`src/rtl/modbus_frame_tx.sv`:
```
// Modbus RTU response framer: streams payload bytes from DPRAM to the byte UART,
// folds each byte into CRC-16/Modbus bit-serially, appends the CRC and holds the line quiet for t3.5.
module modbus_frame_tx #(
  parameter int CLK_FREQ   = 50000000,
  parameter int BAUD_RATE  = 115200,
  parameter int A_WIDTH    = 8,
  parameter int BASE_ADDR  = 0,
  parameter int T35_CYCLES = (CLK_FREQ / BAUD_RATE) * 39
) (
  input  logic               clk_in,
  input  logic               rst_in,
  input  logic               tx_start,
  input  logic [7:0]         tx_quantity,
  output logic [A_WIDTH-1:0] dpram_raddr,
  input  logic [15:0]        dpram_rdata,
  output logic               uart_tx_start,
  output logic [7:0]         uart_tx_data,
  input  logic               uart_tx_done,
  output logic               rs485_de,
  output logic               busy,
  output logic               frame_done,
  output logic               frame_err
);

  localparam int GAP_W = $clog2(T35_CYCLES + 2);

  typedef enum logic [3:0] {
    IDLE, RD, RD_WAIT, CRC, SEND, WAIT_DONE,
    CRC_LO, CRC_LO_WAIT, CRC_HI, CRC_HI_WAIT, GAP, DONE
  } state_t;

  state_t           state;
  logic [7:0]       qty;
  logic [7:0]       idx;
  logic [15:0]      crc;
  logic [7:0]       shreg;
  logic [2:0]       bit_cnt;
  logic             phase;
  logic [GAP_W-1:0] gap_cnt;
  logic [7:0]       sel_byte;

  // Even payload bytes sit in the high half of a word, odd ones in the low half.
  assign sel_byte = idx[0] ? dpram_rdata[7:0] : dpram_rdata[15:8];

  function automatic logic [15:0] crc_step(input logic [15:0] c, input logic b);
    logic [15:0] s;
    s = c >> 1;
    if (c[0] ^ b) s = s ^ 16'hA001;
    return s;
  endfunction

  always_ff @(posedge clk_in) begin
    if (rst_in) begin
      state         <= IDLE;
      dpram_raddr   <= A_WIDTH'(BASE_ADDR);
      uart_tx_start <= 1'b0;
      uart_tx_data  <= 8'h00;
      rs485_de      <= 1'b0;
      busy          <= 1'b0;
      frame_done    <= 1'b0;
      frame_err     <= 1'b0;
      qty           <= 8'h00;
      idx           <= 8'h00;
      crc           <= 16'hFFFF;
      shreg         <= 8'h00;
      bit_cnt       <= 3'd0;
      phase         <= 1'b0;
      gap_cnt       <= '0;
    end else begin
      uart_tx_start <= 1'b0;
      frame_done    <= 1'b0;
      frame_err     <= 1'b0;
      case (state)
        IDLE: begin
          if (tx_start) begin
            if (tx_quantity >= 8'd2 && tx_quantity <= 8'd254) begin
              qty      <= tx_quantity;
              idx      <= 8'h00;
              crc      <= 16'hFFFF;
              busy     <= 1'b1;
              rs485_de <= 1'b1;
              state    <= RD;
            end else begin
              frame_err <= 1'b1;
            end
          end
        end
        RD: begin
          dpram_raddr <= A_WIDTH'(BASE_ADDR) + A_WIDTH'(idx[7:1]);
          phase       <= 1'b0;
          state       <= RD_WAIT;
        end
        // One cycle for the RAM to register the address, then take the byte.
        RD_WAIT: begin
          if (!phase) begin
            phase <= 1'b1;
          end else begin
            uart_tx_data <= sel_byte;
            shreg        <= sel_byte;
            bit_cnt      <= 3'd0;
            state        <= CRC;
          end
        end
        CRC: begin
          crc     <= crc_step(crc, shreg[0]);
          shreg   <= shreg >> 1;
          bit_cnt <= bit_cnt + 3'd1;
          if (bit_cnt == 3'd7) begin
            uart_tx_start <= 1'b1;
            idx           <= idx + 8'd1;
            state         <= SEND;
          end
        end
        SEND: state <= WAIT_DONE;
        WAIT_DONE: begin
          if (uart_tx_done) begin
            phase <= 1'b0;
            state <= (idx == qty) ? CRC_LO : RD;
          end
        end
        CRC_LO: begin
          if (!phase) begin
            uart_tx_data <= crc[7:0];
            phase        <= 1'b1;
          end else begin
            uart_tx_start <= 1'b1;
            state         <= CRC_LO_WAIT;
          end
        end
        CRC_LO_WAIT: begin
          if (uart_tx_done) begin
            phase <= 1'b0;
            state <= CRC_HI;
          end
        end
        CRC_HI: begin
          if (!phase) begin
            uart_tx_data <= crc[15:8];
            phase        <= 1'b1;
          end else begin
            uart_tx_start <= 1'b1;
            state         <= CRC_HI_WAIT;
          end
        end
        CRC_HI_WAIT: begin
          if (uart_tx_done) begin
            gap_cnt <= GAP_W'(T35_CYCLES);
            state   <= GAP;
          end
        end
        GAP: begin
          rs485_de <= 1'b0;
          if (gap_cnt == '0) state <= DONE;
          else gap_cnt <= gap_cnt - GAP_W'(1);
        end
        DONE: begin
          frame_done <= 1'b1;
          busy       <= 1'b0;
          state      <= IDLE;
        end
        default: state <= IDLE;
      endcase
    end
  end

endmodule

```
`config.mk`:
```
export PLATFORM = sky130hd
export DESIGN_NAME = modbus_frame_tx
export DESIGN_NICKNAME = d
export VERILOG_FILES = /design/src/rtl/modbus_frame_tx.sv
export SDC_FILE = /design/constraint.sdc
export NUM_CORES = 1
export LEC_CHECK = 0
export BUFFER_PORTS_ARGS = -buffer_cell sky130_fd_sc_hd__buf_2
export CORE_ASPECT_RATIO = 1.5
export CORE_MARGIN = 1
export CORE_UTILIZATION = 50
export DETAILED_ROUTE_END_ITERATION = 6
export GPL_TIMING_DRIVEN = 0
export PLACE_DENSITY = 0.7
export SLEW_MARGIN = 20
export SYNTH_ARGS = -nofsm -noshare
export SYNTH_HDL_FRONTEND = slang
export SYNTH_SLANG_ARGS = --single-unit
```
`constraint.sdc`:
```
create_clock -name clk_in -period 2.55 [get_ports clk_in]
set_input_delay 0.51 -clock clk_in [delete_from_list [all_inputs] [get_ports clk_in]]
set_output_delay 0.51 -clock clk_in [all_outputs]
set_load 0.01 [all_outputs]
```
==> impl_metrics.toml, run 1 <==
[sta]
fin_crit_sh_pct = 89.4
setup_tns_ps = 0
slew_headroom_pct = 44.7
drv_slew = 0
finalClockSkew_ps = 4.77
hold_viol = 0
worst_slew_pin_slew_ps = 828
period_minus_slack_ps = 2280
rsz0062_at_grt = "no"
max_freq_mhz = 439
finalSetupViolCount = 0

[clock_tree]
cts_tree = "yes"
clockBufferDepth = 2
numCtsBuffers = 9
root_buffer = "clkbuf_16"
htree_levels = 3
ctsHoldBuffers = 0
clock_sinks = 83
clock_latency_ps = 340
post_cts_buffers = 0
clk_pin_slew_ps = 60
cts_resized = 0

[power]
leakage_nw = 1.98
irDropWorstVdd_mv = 0.491
pwr_density_cell_nw_per_um2 = 796

[routing]
ant_nets = 0
vias_per_cell = 5.56
routed_wl_mm = 9.32
vias = 3456
routedWlPerCell_um = 15.0
drc = 0
drt_iter0_drc = 188
firstDrtPassIters = 4

[global_route]
grt_max_degree = 15
grt_use_total_pct = 24.7
grt_overflow = 0
antenna_found_initial = 0
grt_pass1_wl_mm = 15.8
grt_pass1_vias = 3389

[setup_path]
r2r-start = "state[3]"
critPathKind = "reg -> reg"
max_stage_delay_ps = 710
crit_path_start_kind = "flop"
path_cells = "buf_2, nor4b_2, or2_2, clkbuf_1, o21ai_0, mux2i_1, nor2_1"
startpoint = "state[3]"
crit_fanout = 10
crit_path_end_kind = "flop"
cpMaxStageDelayCell = "nor4b_2"
crit_required_ps = 2760
arrival_ps = 2490

[yosys]
synth.area.top_cells = "dfxtp_1 (41%), mux2i_1 (8.0%), nor2_1 (6.5%), xor2_1 (5.0%), nand2_1 (4.1%)"
synth_largest_area_cell = "dfxtp_1"
synth_ff_type = "dfxtp_1"
synth_area_um2 = 4010
synth_top_area_share_pct = 41.4
netlist_instances = 457
synthMostInstantiatedCell = "dfxtp_1"
syn_area_per_cell_um2 = 8.78
synth_seq_area_share_pct = 41.4
synth_commonest_cells = "dfxtp_1 (83), nor2_1 (69), nand2_1 (44)"
ys_types = 58
synth_seq_cells = 83
ys_warn_count = 0
synth_edf_count = 0
async_flop_share_pct = 0
synth_nets = 490

[min_path]
hp-start = "tx_quantity[0]"
hold_path.class = "in -> reg"

[floorplan]
die_area_um2 = 8400
die_x_um = 75.2
die_h_um = 112
start_util_pct = 52.1
core_area_um2 = 7710
rows = 39
io_pins = 49

[cells_and_area]
finalNetCount = 548
stdcell_count = 622
nFillCells = 738
antenna_cells = 0
drive_gt1_share_pct = 18.5
syn2layout_area_growth_pct = 17.6

[place]
place_hpwl_mm = 6.76
gp_congestion = 0.889
io_buffers = 47
dpl.cell_count = 606

[run]
drv_cap = 0

[outcome]
outcome = "finished clean"
metrics by stage:
step | setup WS [ps] | total power, mW | hold WS, ps | area, um^2 | util, %
3_5_place_dp | 157 | 2.30 | 473 | 4380 | 56.8
4_1_cts | 276 | 3.78 | 429 | 4720 | 61.2
6_report | 270 | 3.76 | 436 | 4720 | 61.2
3_3_place_gp | 168 | 2.29 | 458 | 4380 | 56.8
5_1_grt | 64.9 | 3.94 | 470 | 4720 | 61.2
2_1_floorplan | 564 | 2.10 | 452 | 4010 | -
critical path, delay by kind of cell, from the launching register on:
family / cells / cell delay, ps
mux: 1 / 160
buf+inv: 2 / 500
compound gates: 1 / 180
simple gates: 3 / 990
flops: 1 / 330
cell families (layout without fill, tap and decap cells):
family / Yosys count / count (layout) / share of synthesized area [%]
other: 1 / 1 / 0.0934
xor gates and xnor gates: 27 / 27 / 5.89
adders and majority gates: 5 / 5 / 1.56
muxes: 33 / 33 / 8.26
buffers and inverters: 35 / 98 / 3.83
AOI/OAI and AO/OA: 73 / 73 / 12.2
and+or+nand+nor: 200 / 200 / 26.7
DFF: 83 / 83 / 41.4
sequential cells by signal, summed over array words and instances (netlist names):
signal / cells
frame_err: 1
gap_cnt: 15
busy: 1
state: 4
bit_cnt: 3
qty: 8
rs485_de: 1
crc: 16
idx: 8
frame_done: 1
shreg: 8
uart_tx_data: 8
uart_tx_start: 1
phase: 1
dpram_raddr: 7
layout by cell type, fill, tap and decap left out, drive strengths merged, types with 9 or more instances in the layout:
| cell | netlist | layout |
|---|---|---|
| a21oi | 20 | 20 |
| buf | 16 | 63 |
| clkbuf | 13 | 23 |
| dfxtp | 83 | 83 |
| mux2i | 32 | 32 |
| nand2 | 44 | 44 |
| nand3 | 24 | 24 |
| nand4 | 9 | 9 |
| nor2 | 69 | 69 |
| nor3 | 9 | 9 |
| nor4 | 9 | 9 |
| o21ai | 15 | 15 |
| xor2 | 23 | 23 |
report_power, final:
group          leakage, nW  internal, mW  total [mW]  switching, mW
Clock                0.159         0.958        1.47          0.516
Sequential           0.672          1.39        1.45         0.0628
Combinational         1.15         0.323       0.829          0.506
Total                 1.98          2.67        3.76           1.09
worst paths after layout:
| path | slack (ps) | to | cells past startpoint |
|---|---|---|---|
| worst min-delay path | 440 | qty[0] | 3 |
| worst min register to register | 480 | bit_cnt[1] | 2 |
| worst max-delay path | 270 | uart_tx_data[5] | 7 |
| worst max register to register | 270 | uart_tx_data[5] | 7 |
final cells by class:
class	count	area [um^2]	area share (%)
clock inverter	6	114	2.41
inverter	6	22.5	0.477
timing repair buffer	47	235	4.98
multi-input combinational	339	2200	46.6
clock buffer	10	229	4.85
buffer	29	131	2.78
tap	102	128	2.70
sequential	83	1660	35.2
metal layers:
layer / up-vias / global-route usage (%) / wire, um
li1: 1742 / - / -
met1: 1600 / 29.2 / 3900
met2: 91 / 40.9 / 4680
met3: 23 / 2.99 / 351
met4: 0 / 15.7 / 399
met5: - / 0 / 0
Power figures use the tool's default switching activity.
==> inputs of run 2 (changes only) <==
ABC_AREA = 1   (was unset)
==> impl_metrics.toml, run 2 <==
[cells_and_area]
antenna_cells = 0
syn2layout_area_growth_pct = 16.2
reg_top3 = "crc x16, gap_cnt x15"
largest_reg_flops = 16
layout_common_cells = "nand2_1 (143), nor2_1 (85), dfxtp_1 (83)"
post-route-util_pct = 60.8
finalNetCount = 712
largest_register = "crc"
drive_gt1_share_pct = 14.8
layout_commonest_cell = "nand2_1"

[yosys]
ys_warn_count = 0
synth_commonest_cells = "nand2_1 (143), nor2_1 (85), dfxtp_1 (83)"
synthMostInstantiatedCell = "nand2_1"
synth.area.top_cells = "dfxtp_1 (39%), nand2_1 (13%), nor2_1 (7.5%), a21oi_1 (7.4%), inv_1 (5.7%)"
netlist_instances = 621
synth_edf_count = 0
syn_area_per_cell_um2 = 6.83
synth_nets = 654
synth_top_area_share_pct = 39.2
synth_ff_type = "dfxtp_1"
async_flop_share_pct = 0
synth_seq_cells = 83
synth_largest_area_cell = "dfxtp_1"
synth_area_um2 = 4240
ys_types = 39
synth_seq_area_share_pct = 39.2

[routing]
vias = 4263
ant_nets = 0
routedWlPerCell_um = 14.0
firstDrtPassIters = 5
drc = 0
routed_wl_mm = 11.0
vias_per_cell = 5.40
drt_iter0_drc = 320

[clock_tree]
clk_pin_slew_ps = 60
cts_tree = "yes"
clockBufferDepth = 2
htree_levels = 3
root_buffer = "clkbuf_16"
post_cts_buffers = 0
clock_sinks = 83
cts_resized = 0
clock_latency_ps = 340
ctsHoldBuffers = 0
numCtsBuffers = 9

[place]
gp_congestion = 0.941
io_buffers = 47
place_hpwl_mm = 8.27

[setup_path]
reg2regPathDepth = 7
r2r-end = "shreg[2]"
max_stage_delay_ps = 350
startpoint = "state[3]"
crit_path_start_kind = "flop"
cpMaxStageDelayCell = "dfxtp_1"
r2r_slack_ps = 670
cp_num_cells = 7
crit_top_cell = "nor2_1"
arrival_ps = 2110
critPathBufInv = 1
crit_fanout = 10
critPathKind = "reg -> reg"
crit_path_end_kind = "flop"
path_cells = "nor2_1, nand2_1, nor2_1, nor2_1, buf_2, a211oi_1, nor2_1"
r2r-start = "state[3]"
critPathTopFamily = "simple AND/OR/NAND/NOR gates"
crit_required_ps = 2780
crit_end = "shreg[2]"

[sta]
rsz0062_at_grt = "no"
worst_slew_pin_slew_ps = 579
period_minus_slack_ps = 1880
fin_crit_sh_pct = 73.7
finalClockSkew_ps = 5.81
setup_tns_ps = 0
slew_headroom_pct = 61.4
max_freq_mhz = 532
finalSetupViolCount = 0
hold_viol = 0
drv_slew = 0

[min_path]
hold_path.class = "reg -> reg"

[global_route]
grt_overflow = 0
grt_max_degree = 15
antenna_found_initial = 0
grt_pass1_wl_mm = 18.1
grt_use_total_pct = 26.3
grt_pass1_vias = 3865

[power]
pwr_density_cell_nw_per_um2 = 1070
leakage_nw = 2.30
irDropWorstVdd_mv = 0.587
p_total_mw = 5.30

[floorplan]
rows = 40
io_pins = 49
die_x_um = 77.2
die_h_um = 115
core_area_um2 = 8110
die_area_um2 = 8870
start_util_pct = 52.3

[run]
drv_cap = 0

[outcome]
outcome = "finished clean"
==> run 2: cell count changes in the layout (fill, tap and decap cells not counted), moves of 16 or more <==
cell / delta
inv_1: +59
a21oi_1: +43
nor2_1: +16
mux2i_1: -26
nand2_1: +99
o21ai_0: +19
xor2_1: -20
==> run 2: power breakdown <==
group / internal, mW / switching [mW]
sequential: 1.61 / 0.206
clock: 0.859 / 0.536
combinational: 0.742 / 1.34
==> run 2: cell families (layout without fill, tap and decap cells) <==
group | Yosys count | in the layout | synth area share (%)
mux | 6 | 6 | 1.42
other cells | 1 | 1 | 0.0884
flops | 83 | 83 | 39.2
simple gates | 287 | 287 | 28.3
fa+ha+maj | 5 | 5 | 1.47
xor+xnor | 10 | 10 | 2.06
buf+inv | 95 | 158 | 9.14
compound gates | 134 | 134 | 18.3
==> run 2: worst min path at each step <==
| stage | to | slack [ps] | depth (start not counted) | start |
|---|---|---|---|---|
| 2_1_floorplan | bit_cnt[0] | 430 | 1 | bit_cnt[0] |
| 3_3_place_gp | busy | 440 | 2 | busy |
| 3_5_place_dp | busy | 450 | 2 | busy |
| 4_1_cts | frame_err | 450 | 3 | tx_start |
| 5_1_grt | busy | 470 | 2 | busy |
| 6_report | busy | 460 | 2 | busy |
==> run 2: final cells by class <==
type                    count  area (um^2)
repair buffers             47          235
fillers                   795         3180
clock buffers              10          229
inverters                  73          274
multi-input cells         443         2190
well taps                 105          131
flip-flops and latches     83         1660
clock inverters             6         90.1
plain buffers              22          114
==> run 2: tightest hold or removal path, delay by kind of cell, from the launching register on <==
family	cells	cell delay, ps
buf+inv	1	50
compound gates	1	50
flops	1	310
==> run 2: per-layer routing <==
layer / vias to the layer above / routed length (um) / global-route usage [%]
met5: - / 0 / 0
met1: 1967 / 4540 / 29.0
met4: 0 / 410 / 14.0
met2: 117 / 5620 / 47.4
li1: 2151 / - / -
met3: 28 / 442 / 4.84
==> run 2: per-stage QoR <==
step / worst slack (ps) / instance area [um^2] / hold WS, ps / std cells
global placement: 652 / 4610 / 437 / 773
CTS: 701 / 4930 / 447 / 789
finish: 672 / 4930 / 458 / 789
detailed placement: 645 / 4610 / 450 / 773
floorplan: 1010 / 4240 / 433 / 621
global route: 479 / 4930 / 470 / 789
==> inputs of run 3 (changes only) <==
PLACE_DENSITY = 0.73   (was 0.7)
clock period = 1.56 ns   (was 2.55 ns; I/O delays follow)
==> impl_metrics.toml, run 3 (synthesis results as in run 2) <==
[global_route]
grt_pass1_wl_mm = 18.7
grt_use_total_pct = 27.2
antenna_found_initial = 0
grt_pass1_vias = 4050
grt_max_degree = 14
grt_overflow = 0

[setup_path]
crit_required_ps = 1800
arrival_ps = 1780
max_stage_delay_ps = 390
critPathKind = "reg -> reg"
crit_top_cell = "buf_6"
path_cells = "inv_4, nor2_4, nand2_4, nand3_4, o211ai_4, buf_6, buf_6, o21a_1"
crit_fanout = 8
cpMaxStageDelayCell = "dfxtp_4"
crit_path_start_kind = "flop"
r2r_slack_ps = 20
crit_path_end_kind = "flop"

[floorplan]
rows = 40
core_area_um2 = 8110
die_x_um = 77.2
die_h_um = 115
start_util_pct = 52.3
die_area_um2 = 8870
io_pins = 49

[cells_and_area]
finalNetCount = 739
design_area_um2 = 5490
layout_commonest_cell = "nand2_1"
stdcell_count = 816
largest_register = "crc"
drive_gt1_share_pct = 26.7
layout_common_cells = "nand2_1 (133), dfxtp_1 (73), nor2_1 (68)"
syn2layout_area_growth_pct = 29.3
reg_top3 = "crc x16, gap_cnt x15"
largest_reg_flops = 16
antenna_cells = 0

[routing]
dr_wl_met3_um = 586
routedWlPerCell_um = 15.3
ant_nets = 0
drc = 0
firstDrtPassIters = 7
maxUsedRoutingLayer = "met4"
drt_iter0_drc = 323
wl_met2_mm = 6.50
routed_wl_mm = 12.5
drt-met1-wl_mm = 4.87
vias_per_cell = 5.45
vias = 4449

[place]
place_area_um2 = 4610
dpl.cell_count = 773
place_hpwl_mm = 8.23
gp_congestion = 0.925
io_buffers = 47

[clock_tree]
root_buffer = "clkbuf_16"
clock_latency_ps = 350
cts_tree = "yes"
clock_sinks = 83
htree_levels = 3
clockBufferDepth = 2
clk_pin_slew_ps = 60
numCtsBuffers = 9
ctsHoldBuffers = 0

[sta]
worst_slew_pin_slew_ps = 709
max_freq_mhz = 648
rsz0062_at_grt = "yes"
finalSetupViolCount = 0
finalClockSkew_ps = 5.83
fin_crit_sh_pct = 99.0
period_minus_slack_ps = 1540
drv_slew = 0
slew_headroom_pct = 52.7
hold_viol = 0

[min_path]
hold_path.class = "in -> reg"

[power]
leakage_nw = 2.51
pwr_density_cell_nw_per_um2 = 1730
irDropWorstVdd_mv = 1.13

[outcome]
outcome = "finished clean"

[run]
drv_cap = 0
-- run 3: changes by cell type in the layout (fill, tap and decap cells not counted), sizes merged --
cell | previous run | this run
clkinvlp | 1 | 0
clkinv | 3 | 5
nand2 | 150 | 151
buf | 61 | 86
clkbuf | 18 | 19
bufinv | 2 | 1
-- run 3: worst max-delay path: cells and delay by family (launching register included) --
family	cells	cell delay (ps)
buffers and inverters	3	320
DFF	1	390
AOI/OAI and AO/OA	2	280
and+or+nand+nor	3	430
-- run 3: final cells by class --
| type | instances | area [um^2] |
|---|---|---|
| multi-input cells | 444 | 2490 |
| repair buffers | 74 | 454 |
| flip-flops and latches | 83 | 1690 |
| clock inverters | 6 | 55.1 |
| clock buffers | 10 | 239 |
| fillers | 704 | 2620 |
| inverters | 73 | 282 |
| plain buffers | 21 | 149 |
| well taps | 105 | 131 |
-- run 3: final timing paths --
path | from | to | cells after the start
setup reg to reg | state[2] | uart_tx_data[0] | 8
setup / recovery | state[2] | uart_tx_data[0] | 8
hold / removal | tx_start | frame_err | 3
hold reg to reg | busy | busy | 2
-- run 3: repair_timing --
| action | 4_1_cts | 5_1_grt |
|---|---|---|
| buffers inserted | 4 | 19 |
| pin swaps | 2 | 22 |
| cloned | 0 | 5 |
| gates resized for setup | 31 | 83 |
| endpoints found under the setup margin | 77 | 67 |
-- run 3: power breakdown --
part           internal [mW]  switching, mW  total [mW]
sequential              2.66          0.400        3.06
combinational           1.69           2.60        4.29
clock                   1.27          0.876        2.14
-- run 3: per-layer routing --
| layer | up-vias | track usage (%) |
|---|---|---|
| met3 | 43 | 4.68 |
| met1 | 2057 | 30.2 |
| met4 | 0 | 17.4 |
| li1 | 2202 | - |
| met2 | 147 | 48.0 |
| met5 | - | 0 |
-- run 3: metrics by stage --
| step | hold WS [ps] | setup WS, ps | setup TNS, ps | utilization [%] | power (mW) |
|---|---|---|---|---|---|
| after floorplan | 433 | 88.2 | 0 | - | 5.48 |
| after global placement | 439 | -235 | -7580 | 56.9 | 6.31 |
| after detailed placement | 441 | -246 | -7860 | 56.9 | 6.37 |
| after CTS | 258 | -39.8 | -145 | 62.0 | 8.74 |
| after global routing | 283 | -92.1 | -1280 | 67.7 | 10.1 |
| final | 286 | 15.8 | 0 | 67.7 | 9.50 |
